`config.mk`:
```
export PLATFORM = sky130hd
export DESIGN_NAME = attopu_sequencer
export DESIGN_NICKNAME = d
export VERILOG_FILES = /design/src/rtl/attopu_pkg.sv /design/src/rtl/attopu_sequencer.sv
export SDC_FILE = /design/constraint.sdc
export NUM_CORES = 1
export LEC_CHECK = 0
export CORE_UTILIZATION = 38
export CTS_BUF_LIST = sky130_fd_sc_hd__clkbuf_4 sky130_fd_sc_hd__clkbuf_8
export CTS_CLUSTER_SIZE = 25
export DETAILED_ROUTE_END_ITERATION = 8
export PLACE_DENSITY_LB_ADDON = 0.2
export SYNTH_ARGS = -nofsm -noshare
export SYNTH_HDL_FRONTEND = slang
export SYNTH_SLANG_ARGS = --single-unit
```
`constraint.sdc`:
```
create_clock -name clk -period 2.24 [get_ports clk]
set_input_delay 0.448 -clock clk [delete_from_list [all_inputs] [get_ports clk]]
set_output_delay 0.448 -clock clk [all_outputs]
set_load 0.1 [all_outputs]
```
`src/rtl/attopu_pkg.sv`:
```
// -----------------------------------------------------------------------------
// attopu_pkg
// Shared definitions for the attopu core control path: the sequencer state
// encoding, the major opcode field values (ir[15:13]) and the decoder's
// branch-taken next-PC select code.
// -----------------------------------------------------------------------------
package attopu_pkg;

  // Sequencer states, 3-bit encoding.
  typedef enum logic [2:0] {
    ST_FETCH  = 3'd0,
    ST_DECODE = 3'd1,
    ST_MEM    = 3'd2,
    ST_WB     = 3'd3,
    ST_HALT   = 3'd4
  } seq_state_e;

  // Major opcode field values (ir[15:13]).
  localparam logic [2:0] OP_ALU = 3'b000;
  localparam logic [2:0] OP_LDI = 3'b001;
  localparam logic [2:0] OP_LDR = 3'b011;
  localparam logic [2:0] OP_STR = 3'b101;
  localparam logic [2:0] OP_BR  = 3'b110;
  localparam logic [2:0] OP_HLT = 3'b111;

  // Decoder next-PC select value meaning "branch taken".
  localparam logic [1:0] PC_SEL_TAKEN = 2'b01;

  // True when the instruction word belongs to the ALU group (updates flags).
  function automatic logic is_alu_op(input logic [15:0] instr);
    return (instr[15:13] == OP_ALU);
  endfunction

endpackage : attopu_pkg

```
`src/rtl/attopu_sequencer.sv`:
```
// -----------------------------------------------------------------------------
// attopu_sequencer
// Multi-cycle control sequencer for the attopu core. Steps every instruction
// through FETCH -> DECODE -> [MEM] -> WB over a shared single-port memory, and
// parks in HALT until a run request resumes execution.
//
// Ports
//   clk, rst_n            clock, asynchronous active-low reset
//   run                   resume request (only honoured in HALT)
//   mem_req/we/addr/wdata shared memory request channel
//   mem_ack, mem_rdata    one-cycle completion strobe and read data
//   ir                    instruction register, feeds the external decoder
//   dec_*                 decoder controls derived from ir
//   rf_addr_data          register-file read port used as indirect address
//   rf_store_data         register-file read port used as store data
//   pc, mdr               program counter, memory data register
//   rf_we, flag_we        write-back strobes
//   halted, instret       status: in HALT, instruction retired pulse
// -----------------------------------------------------------------------------
module attopu_sequencer
  import attopu_pkg::*;
#(
  parameter logic [15:0] RESET_PC = 16'h0000
) (
  input  logic        clk,
  input  logic        rst_n,
  input  logic        run,
  output logic        mem_req,
  output logic        mem_we,
  output logic [15:0] mem_addr,
  output logic [15:0] mem_wdata,
  input  logic        mem_ack,
  input  logic [15:0] mem_rdata,
  output logic [15:0] ir,
  input  logic [1:0]  dec_next_pc_sel,
  input  logic        dec_halt,
  input  logic        dec_mem_we,
  input  logic        dec_daddr_sel,
  input  logic        dec_rf_we,
  input  logic [15:0] dec_addr,
  input  logic [15:0] rf_addr_data,
  input  logic [15:0] rf_store_data,
  output logic [15:0] pc,
  output logic [15:0] mdr,
  output logic        rf_we,
  output logic        flag_we,
  output logic        halted,
  output logic        instret
);

  seq_state_e  state_q, state_d;
  logic [15:0] pc_q, pc_d;
  logic [15:0] ir_q, ir_d;
  logic [15:0] mdr_q, mdr_d;

  // Next-state and datapath register update for the sequencer.
  always_comb begin
    state_d = state_q;
    pc_d    = pc_q;
    ir_d    = ir_q;
    mdr_d   = mdr_q;
    case (state_q)
      ST_FETCH: begin
        if (mem_ack) begin
          ir_d    = mem_rdata;
          state_d = ST_DECODE;
        end else begin
          state_d = ST_FETCH;
        end
      end
      ST_DECODE: begin
        if (dec_halt) begin
          state_d = ST_HALT;
        end else if (dec_daddr_sel) begin
          state_d = ST_MEM;
        end else begin
          state_d = ST_WB;
        end
      end
      ST_MEM: begin
        if (mem_ack) begin
          // Only loads capture read data; a store ack leaves mdr alone.
          if (!dec_mem_we) begin
            mdr_d = mem_rdata;
          end else begin
            mdr_d = mdr_q;
          end
          state_d = ST_WB;
        end else begin
          state_d = ST_MEM;
        end
      end
      ST_WB: begin
        // Branch offset is relative to the branch instruction itself;
        // both sums wrap modulo 2^16.
        if (dec_next_pc_sel == PC_SEL_TAKEN) begin
          pc_d = pc_q + dec_addr;
        end else begin
          pc_d = pc_q + 16'd1;
        end
        state_d = ST_FETCH;
      end
      ST_HALT: begin
        if (run) begin
          pc_d    = pc_q + 16'd1;
          state_d = ST_FETCH;
        end else begin
          state_d = ST_HALT;
        end
      end
      default: begin
        state_d = ST_FETCH;
      end
    endcase
  end

  // Sequencer state and datapath registers with asynchronous reset; a reset
  // mid-request simply abandons the transaction.
  always_ff @(posedge clk or negedge rst_n) begin
    if (!rst_n) begin
      state_q <= ST_FETCH;
      pc_q    <= RESET_PC;
      ir_q    <= 16'h0000;
      mdr_q   <= 16'h0000;
    end else begin
      state_q <= state_d;
      pc_q    <= pc_d;
      ir_q    <= ir_d;
      mdr_q   <= mdr_d;
    end
  end

  // Memory channel and status outputs decoded from the current state. The
  // MEM-phase address/data come from register-file ports that cannot change
  // while the request is outstanding, so they stay stable until the ack.
  always_comb begin
    mem_req   = (state_q == ST_FETCH) || (state_q == ST_MEM);
    mem_we    = (state_q == ST_MEM) && dec_mem_we;
    if (state_q == ST_MEM) begin
      mem_addr  = rf_addr_data;
      mem_wdata = rf_store_data;
    end else begin
      mem_addr  = pc_q;
      mem_wdata = 16'h0000;
    end
    rf_we   = (state_q == ST_WB) && dec_rf_we;
    flag_we = (state_q == ST_WB) && is_alu_op(ir_q);
    instret = (state_q == ST_WB) || ((state_q == ST_HALT) && run);
    halted  = (state_q == ST_HALT);
  end

  assign pc  = pc_q;
  assign ir  = ir_q;
  assign mdr = mdr_q;

endmodule : attopu_sequencer

```
==> insert_results.sql, run 1 <==
INSERT INTO impl_metrics (metric_group, metric, value, unit) VALUES
('status', 'outcome', 'complete, no violations', ''),
('synthesis', 'synth_instances', '330', ''),
('cells_and_area', 'n_antenna_cell', '0', ''),
('synthesis', 'syn_nets', '421', ''),
('route', 'viasPerCell', '5.35', ''),
('die', 'die_height', '95.9', 'um'),
('grt', 'initial_antenna_violation_count', '0', ''),
('synthesis', 'synth.top_cells.by_area', 'dfrtp_1, mux2_2, ha_1', ''),
('route', 'wl_met1', '4160', 'um'),
('cells_and_area', 'layout.cell_area.non_filler', '5920', 'sq um'),
('cells_and_area', 'fill_cells', '602', ''),
('timing', 'report.final.setup_viol', '0', ''),
('clock_network', 'ctsLongestPathBuffers', '2', ''),
('cells_and_area', 'ff_latch_area', '1300', 'sq um'),
('place', 'port_buf_inserts', '159', ''),
('setup_path', 'crit_start', 'dec_addr[4]', ''),
('route', 'route.detailed.wl_per_inst', '16.7', 'um'),
('synthesis', 'syn-cell-area', '3350', 'sq um'),
('place', 'dp.final_hpwl', '8130', 'um'),
('route', 'drtAntennaViolNets', '0', ''),
('route', 'first_pass_iters', '4', ''),
('place', 'dpl_cell_area', '5620', 'sq um'),
('route', 'met2_wirelength', '5450', 'um'),
('die', 'io_pins', '160', ''),
('setup_path', 'critPathCaptureType', 'register', ''),
('die', 'fp.coreArea', '8380', 'sq um'),
('die', 'die_width', '95.9', 'um'),
('setup_path', 'arrival', '2.37', 'ns'),
('clock_network', 'clkTransAtPathRegs', '0.10', 'ns'),
('synthesis', 'yosys.cell_types.count', '55', ''),
('synthesis', 'ys_ff_latch', '51', ''),
('route', 'detailroute.via_count', '3344', ''),
('timing', 'min_period', '2.19', 'ns'),
('die', 'floorplan.die_area', '9190', 'sq um'),
('route', 'wirelength', '10500', 'um'),
('grt', 'first_global_vias', '3404', ''),
('timing', 'fmax', '457', 'MHz'),
('grt', 'pin_count_of_the_biggest_net_entering_global_routing', '30', ''),
('timing', 'rsz0062_at_grt', 'true', ''),
('route', 'maxUsedRoutingLayer', 'met4', ''),
('synthesis', 'yosysWarnings', '0', ''),
('timing', 'final.setup_skew', '0.0121', 'ns'),
('clock_network', 'numCtsBuffers', '5', ''),
('synthesis', 'post_synth_arst_share', '100', '%'),
('setup_path', 'critPathKind', 'primary input to register', ''),
('cells_and_area', 'syn2layout_area_growth', '76.9', '%'),
('clock_network', 'h_tree_depth_reported_by_cts', '2', ''),
('timing', 'timing.final.hold_violations', '0', ''),
('cells_and_area', 'final_nets', '610', ''),
('clock_network', 'cts_root_buf', 'clkbuf_8', ''),
('timing', 'worst_slew_pin_slew', '0.574', 'ns'),
('cells_and_area', 'drive_above_1_share', '44.4', '%'),
('grt', 'grt_first_pass_wirelength', '16100', 'um'),
('grt', 'grt.overflow.total', '0', ''),
('clock_network', 'cts.sink_count', '51', ''),
('synthesis', 'dominantRegCellSynth', 'dfrtp_1', ''),
('min_path', 'worstHoldPathType', 'primary input to asynchronous set/reset pin', ''),
('synthesis', 'largest_area_contributor_in_the_netlist', 'dfrtp_1', ''),
('job', 'cap_viol_max_count', '0', ''),
('grt', 'grt_util_all_layers', '22.5', '%'),
('setup_path', 'rr_startpoint', 'pc[0]$_DFFE_PN0P_', ''),
('place', 'place_congestion', '0.819', ''),
('clock_network', 'tritoncts', 'done', ''),
('synthesis', 'synth_largest_type_area_fraction', '38.1', '%'),
('synthesis', 'synth_edf_count', '0', ''),
('setup_path', 'worst-path-max-fanout', '4', ''),
('die', 'placement_rows', '33', ''),
('route', 'met3WireLength', '702', 'um'),
('clock_network', 'insertion_delay', '0.31', 'ns'),
('timing', 'portion_of_the_clock_cycle_consumed_by_the_worst_path_in_the_final_layout', '97.8', '%'),
('cells_and_area', 'area_occupied_by_multi_input_gates', '2190', 'sq um'),
('setup_path', 'data_required_time_of_the_worst_path', '2.42', 'ns'),
('route', 'dr.first_iter.drc_count', '90', ''),
('synthesis', 'synthesis.area_per_instance', '10.1', 'sq um'),
('timing', 'max_slew_headroom', '61.7', '%'),
('synthesis', 'seq_area_frac_synth', '38.1', '%'),
('die', 'starting_density_of_the_core', '39.9', '%'),
('route', 'route.detailed.drc', '0', ''),
('setup_path', 'cp-start-kind', 'primary input', ''),
('timing', 'timing.final.max_slew_violations', '0', '');
cell type report:
class / count / share of cell area (%)
multi-input combinational: 260 / 36.9
timing repair buffer: 196 / 36.9
sequential: 51 / 22.0
tap: 105 / 2.22
clock buffer: 6 / 1.39
inverter: 5 / 0.317
clock inverter: 2 / 0.275
cells by family (layout without fill, tap and decap cells):
group / after synthesis / in the layout / share of synthesized area, %
XOR/XNOR: 13 / 13 / 3.40
buffers and inverters: 19 / 209 / 2.95
AO/OA/AOI/OAI: 79 / 79 / 15.2
flip-flops: 51 / 51 / 38.1
AND/OR/NAND/NOR: 103 / 103 / 17.7
multiplexers: 48 / 48 / 16.1
adder cells (fa/ha/maj): 17 / 17 / 6.58
stage by stage:
step	util, %	TNS, ns	hold slack (ns)	cells	worst slack [ns]
4_1_cts	68.9	0	0.140	624	0.00828
5_1_grt	70.7	-0.0305	0.151	625	-0.0128
6_report	70.7	0	0.129	625	0.0494
2_1_floorplan	-	-0.209	0.152	330	-0.124
3_3_place_gp	67.1	-2.30	0.464	612	-0.284
3_5_place_dp	67.1	-2.83	0.473	612	-0.355
synthesized netlist by cell type (4+ instances only):
| cell | number |
|---|---|
| buf_2 | 7 |
| nand4_1 | 6 |
| mux2_2 | 37 |
| nor3_1 | 7 |
| dfrtp_1 | 51 |
| and3_1 | 20 |
| o21ai_0 | 13 |
| o21ai_1 | 6 |
| a21oi_1 | 32 |
| nand2_1 | 17 |
| mux2_1 | 10 |
| a21o_1 | 6 |
| a31oi_1 | 4 |
| xor2_1 | 6 |
| nor2_1 | 19 |
| xnor2_1 | 7 |
| ha_1 | 16 |
| nand3_1 | 12 |
flip-flops by register name, indices dropped and copies added (netlist names):
| name | flops |
|---|---|
| ir | 16 |
| mdr | 16 |
| pc | 16 |
| state_q | 3 |
placed cells by master (no fill, tap or decap), drive strengths merged, types with 3 or more instances in the layout:
cell type	instances
a21o	6
a21oi	34
a31oi	4
and2	3
and3	21
buf	124
clkbuf	6
clkdlybuf4s50	69
dfrtp	51
dlymetal6s2s	3
ha	16
inv	5
mux2	47
nand2	17
nand2b	3
nand3	12
nand4	6
nor2	22
nor3	9
o211ai	3
o21ai	19
or2	3
xnor2	7
xor2	6
worst paths after layout:
kind / end / cells past startpoint / slack [ns]
hold reg to reg: mdr[13]$_DFFE_PN0P_ / 1 / 0.51
hold / removal: pc[0]$_DFFE_PN0P_ / 1 / 0.13
setup / recovery: pc[9]$_DFFE_PN0P_ / 9 / 0.05
setup reg to reg: pc[12]$_DFFE_PN0P_ / 8 / 0.10
max in group asynchronous: ir[13]$_DFFE_PN0P_ / 2 / 1.53
min in group clk: mdr[13]$_DFFE_PN0P_ / 1 / 0.51
routing by layer:
| layer | track usage, % | vias up |
|---|---|---|
| met5 | 0 | - |
| met4 | 6.97 | 0 |
| met3 | 5.53 | 14 |
| met2 | 40.1 | 132 |
| met1 | 26.6 | 1604 |
| li1 | - | 1594 |
critical path, stage by stage:
cell and delay (ns):
clkdlybuf4s50_1 0.51, ha_4 0.23, a21o_1 0.20, o21bai_4 0.19
o2111ai_4 0.30, buf_6 0.14, nand2b_1 0.06, xnor2_1 0.19
a21oi_1 0.09
timing repair:
item,in CTS,in global routing
gates cloned,1,0
endpoints found under the setup margin,18,26
hold buffers,0,0
gates resized for setup,9,31
buffers inserted,3,1
pin swaps,0,18
Power of run 1 is not shown: default switching activity piles up to over one toggle a cycle in this logic, so the estimate is an artifact.
==> run 2, diff against run 1 <==
--- a/config.mk
+++ b/config.mk
@@ -9,6 +9,7 @@
 export CTS_BUF_LIST = sky130_fd_sc_hd__clkbuf_4 sky130_fd_sc_hd__clkbuf_8
 export CTS_CLUSTER_SIZE = 25
 export DETAILED_ROUTE_END_ITERATION = 8
+export GPL_TIMING_DRIVEN = 0
 export PLACE_DENSITY_LB_ADDON = 0.2
 export SYNTH_ARGS = -nofsm -noshare
 export SYNTH_HDL_FRONTEND = slang
==> run 2 against run 1 <==
Effect of this change: critical path depth is 3 lower; core utilization shrank 3.2 points; clock skew is 0.0055 ns lower; worst setup slack worse by 0.048 ns; via count fell by 0.12%; sequential cell count stayed put; design area down 4.6%; critical endpoint is now mem_addr[14]; die area is the same; non-clock buffer count shrank 7; sequential share of layout area is 1.0 points higher.
==> insert_results.sql, run 2 (synthesis gave the netlist of run 1 again) <==
INSERT INTO impl_metrics (metric_group, metric, value, unit) VALUES
('status', 'outcome', 'complete, no violations', ''),
('grt', 'first_global_vias', '3135', ''),
('setup_path', 'arrival', '1.79', 'ns'),
('die', 'starting_density_of_the_core', '39.9', '%'),
('grt', 'pin_count_of_the_biggest_net_entering_global_routing', '29', ''),
('setup_path', 'cp-start-kind', 'register', ''),
('clock_network', 'cts.sink_count', '51', ''),
('grt', 'grt.overflow.total', '0', ''),
('route', 'dr.first_iter.drc_count', '92', ''),
('timing', 'report.final.setup_viol', '0', ''),
('timing', 'portion_of_the_clock_cycle_consumed_by_the_worst_path_in_the_final_layout', '99.9', '%'),
('timing', 'final.setup_skew', '0.00659', 'ns'),
('setup_path', 'data_required_time_of_the_worst_path', '1.79', 'ns'),
('route', 'viasPerCell', '5.40', ''),
('route', 'detailroute.via_count', '3340', ''),
('place', 'dp.final_hpwl', '7530', 'um'),
('cells_and_area', 'syn2layout_area_growth', '68.8', '%'),
('die', 'io_pins', '160', ''),
('grt', 'grt_util_all_layers', '21.0', '%'),
('timing', 'max_slew_headroom', '34.1', '%'),
('setup_path', 'worst-path-max-fanout', '8', ''),
('timing', 'fin_setup_tns', '0', 'ns'),
('cells_and_area', 'layout.cell_area.non_filler', '5650', 'sq um'),
('clock_network', 'insertion_delay', '0.30', 'ns'),
('clock_network', 'h_tree_depth_reported_by_cts', '2', ''),
('cells_and_area', 'drive_above_1_share', '33.7', '%'),
('job', 'cap_viol_max_count', '0', ''),
('cells_and_area', 'final_core_utilization', '67.4', '%'),
('die', 'die_width', '95.9', 'um'),
('timing', 'timing.final.max_slew_violations', '0', ''),
('route', 'route.detailed.drc', '0', ''),
('cells_and_area', 'final_nets', '603', ''),
('die', 'fp.coreArea', '8380', 'sq um'),
('die', 'placement_rows', '33', ''),
('timing', 'rsz0062_at_grt', 'true', ''),
('min_path', 'worstHoldPathType', 'primary input to asynchronous set/reset pin', ''),
('route', 'wirelength', '10000', 'um'),
('cells_and_area', 'fill_cells', '689', ''),
('timing', 'min_period', '2.24', 'ns'),
('timing', 'fmax', '447', 'MHz'),
('grt', 'grt_first_pass_wirelength', '15100', 'um'),
('place', 'place_congestion', '0.859', ''),
('die', 'die_height', '95.9', 'um'),
('route', 'route.detailed.wl_per_inst', '16.2', 'um'),
('route', 'first_pass_iters', '5', ''),
('route', 'drtAntennaViolNets', '0', ''),
('grt', 'initial_antenna_violation_count', '0', ''),
('setup_path', 'critPathKind', 'register to primary output', ''),
('clock_network', 'ctsLongestPathBuffers', '2', ''),
('timing', 'timing.final.hold_violations', '0', ''),
('clock_network', 'clkTransAtPathRegs', '0.10', 'ns'),
('clock_network', 'cts_hold_buf', '0', ''),
('clock_network', 'tritoncts', 'done', ''),
('cells_and_area', 'most-common-layout-cells', 'clkdlybuf4s50_1, dlygate4sd2_1, dfrtp_1', ''),
('clock_network', 'cts_root_buf', 'clkbuf_8', ''),
('timing', 'worst_slew_pin_slew', '0.992', 'ns'),
('die', 'floorplan.die_area', '9190', 'sq um'),
('cells_and_area', 'n_antenna_cell', '0', ''),
('place', 'port_buf_inserts', '159', ''),
('place', 'dpl_cell_area', '5220', 'sq um'),
('clock_network', 'numCtsBuffers', '5', ''),
('setup_path', 'critPathCaptureType', 'primary output', ''),
('cells_and_area', 'mostFrequentLayoutCell', 'clkdlybuf4s50_1', '');
## run 2: cell count changes in the layout (fill, tap and decap cells not counted), moves of 8 or more
cell and change:
buf_12 -20, dlygate4sd2_1 +48, clkbuf_4 +8, buf_2 +8, buf_4 -54
## run 2: cell type report
class	instances	area (sq um)	area share, %
Sequential cell	51	1300	23.0
Tap cell	105	131	2.32
Multi-Input combinational cell	260	2170	38.3
Clock inverter	3	43.8	0.775
Buffer	12	97.6	1.73
Timing Repair Buffer	177	1820	32.2
Inverter	5	21.3	0.376
Clock buffer	5	68.8	1.22
## run 2: critical path, stage by stage (launching register included)
cell and delay (ns):
dfrtp_1 0.38, buf_4 0.17, and2_4 0.16, buf_6 0.13
clkbuf_16 0.16, mux2_4 0.31, buf_12 0.17
## run 2: metal layers
layer	GRT usage, %	wire (um)	up-vias
met5	0	0	-
met3	3.16	562	8
li1	-	-	1584
met4	3.86	131	0
met2	37.4	4980	122
met1	27.1	4340	1626
## run 2: worst paths after layout
kind                                      start                    to  slack, ns  cells after the start
setup / recovery           state_q[1]$_DFF_PN0_          mem_addr[14]      0.002                      6
hold / removal                            rst_n     ir[7]$_DFFE_PN0P_       0.13                      1
setup reg to reg              pc[0]$_DFFE_PN0P_    pc[12]$_DFFE_PN0P_       0.10                      8
hold reg to reg              mdr[4]$_DFFE_PN0P_    mdr[4]$_DFFE_PN0P_       0.50                      1
max in group asynchronous                 rst_n  state_q[2]$_DFF_PN0_       1.54                      2
min in group clk             mdr[4]$_DFFE_PN0P_    mdr[4]$_DFFE_PN0P_       0.50                      1
## run 2: stage by stage
stage          worst slack [ns]  cells  hold WS (ns)
5_1_grt                 -0.0773    618         0.168
3_3_place_gp              -1.15    594         0.475
3_5_place_dp             -0.971    595         0.483
6_report                0.00156    618         0.134
4_1_cts                  -0.144    612         0.146
2_1_floorplan            -0.124    330         0.152
## run 2: timing repair
action                     in CTS  in global routing
setup endpoints to repair      90                 41
setup buffers                   9                  7
gates resized for setup       316                 42
cloned                          0                  1
pin swaps                       9                 10
Power of run 2 is left out for the same reason.
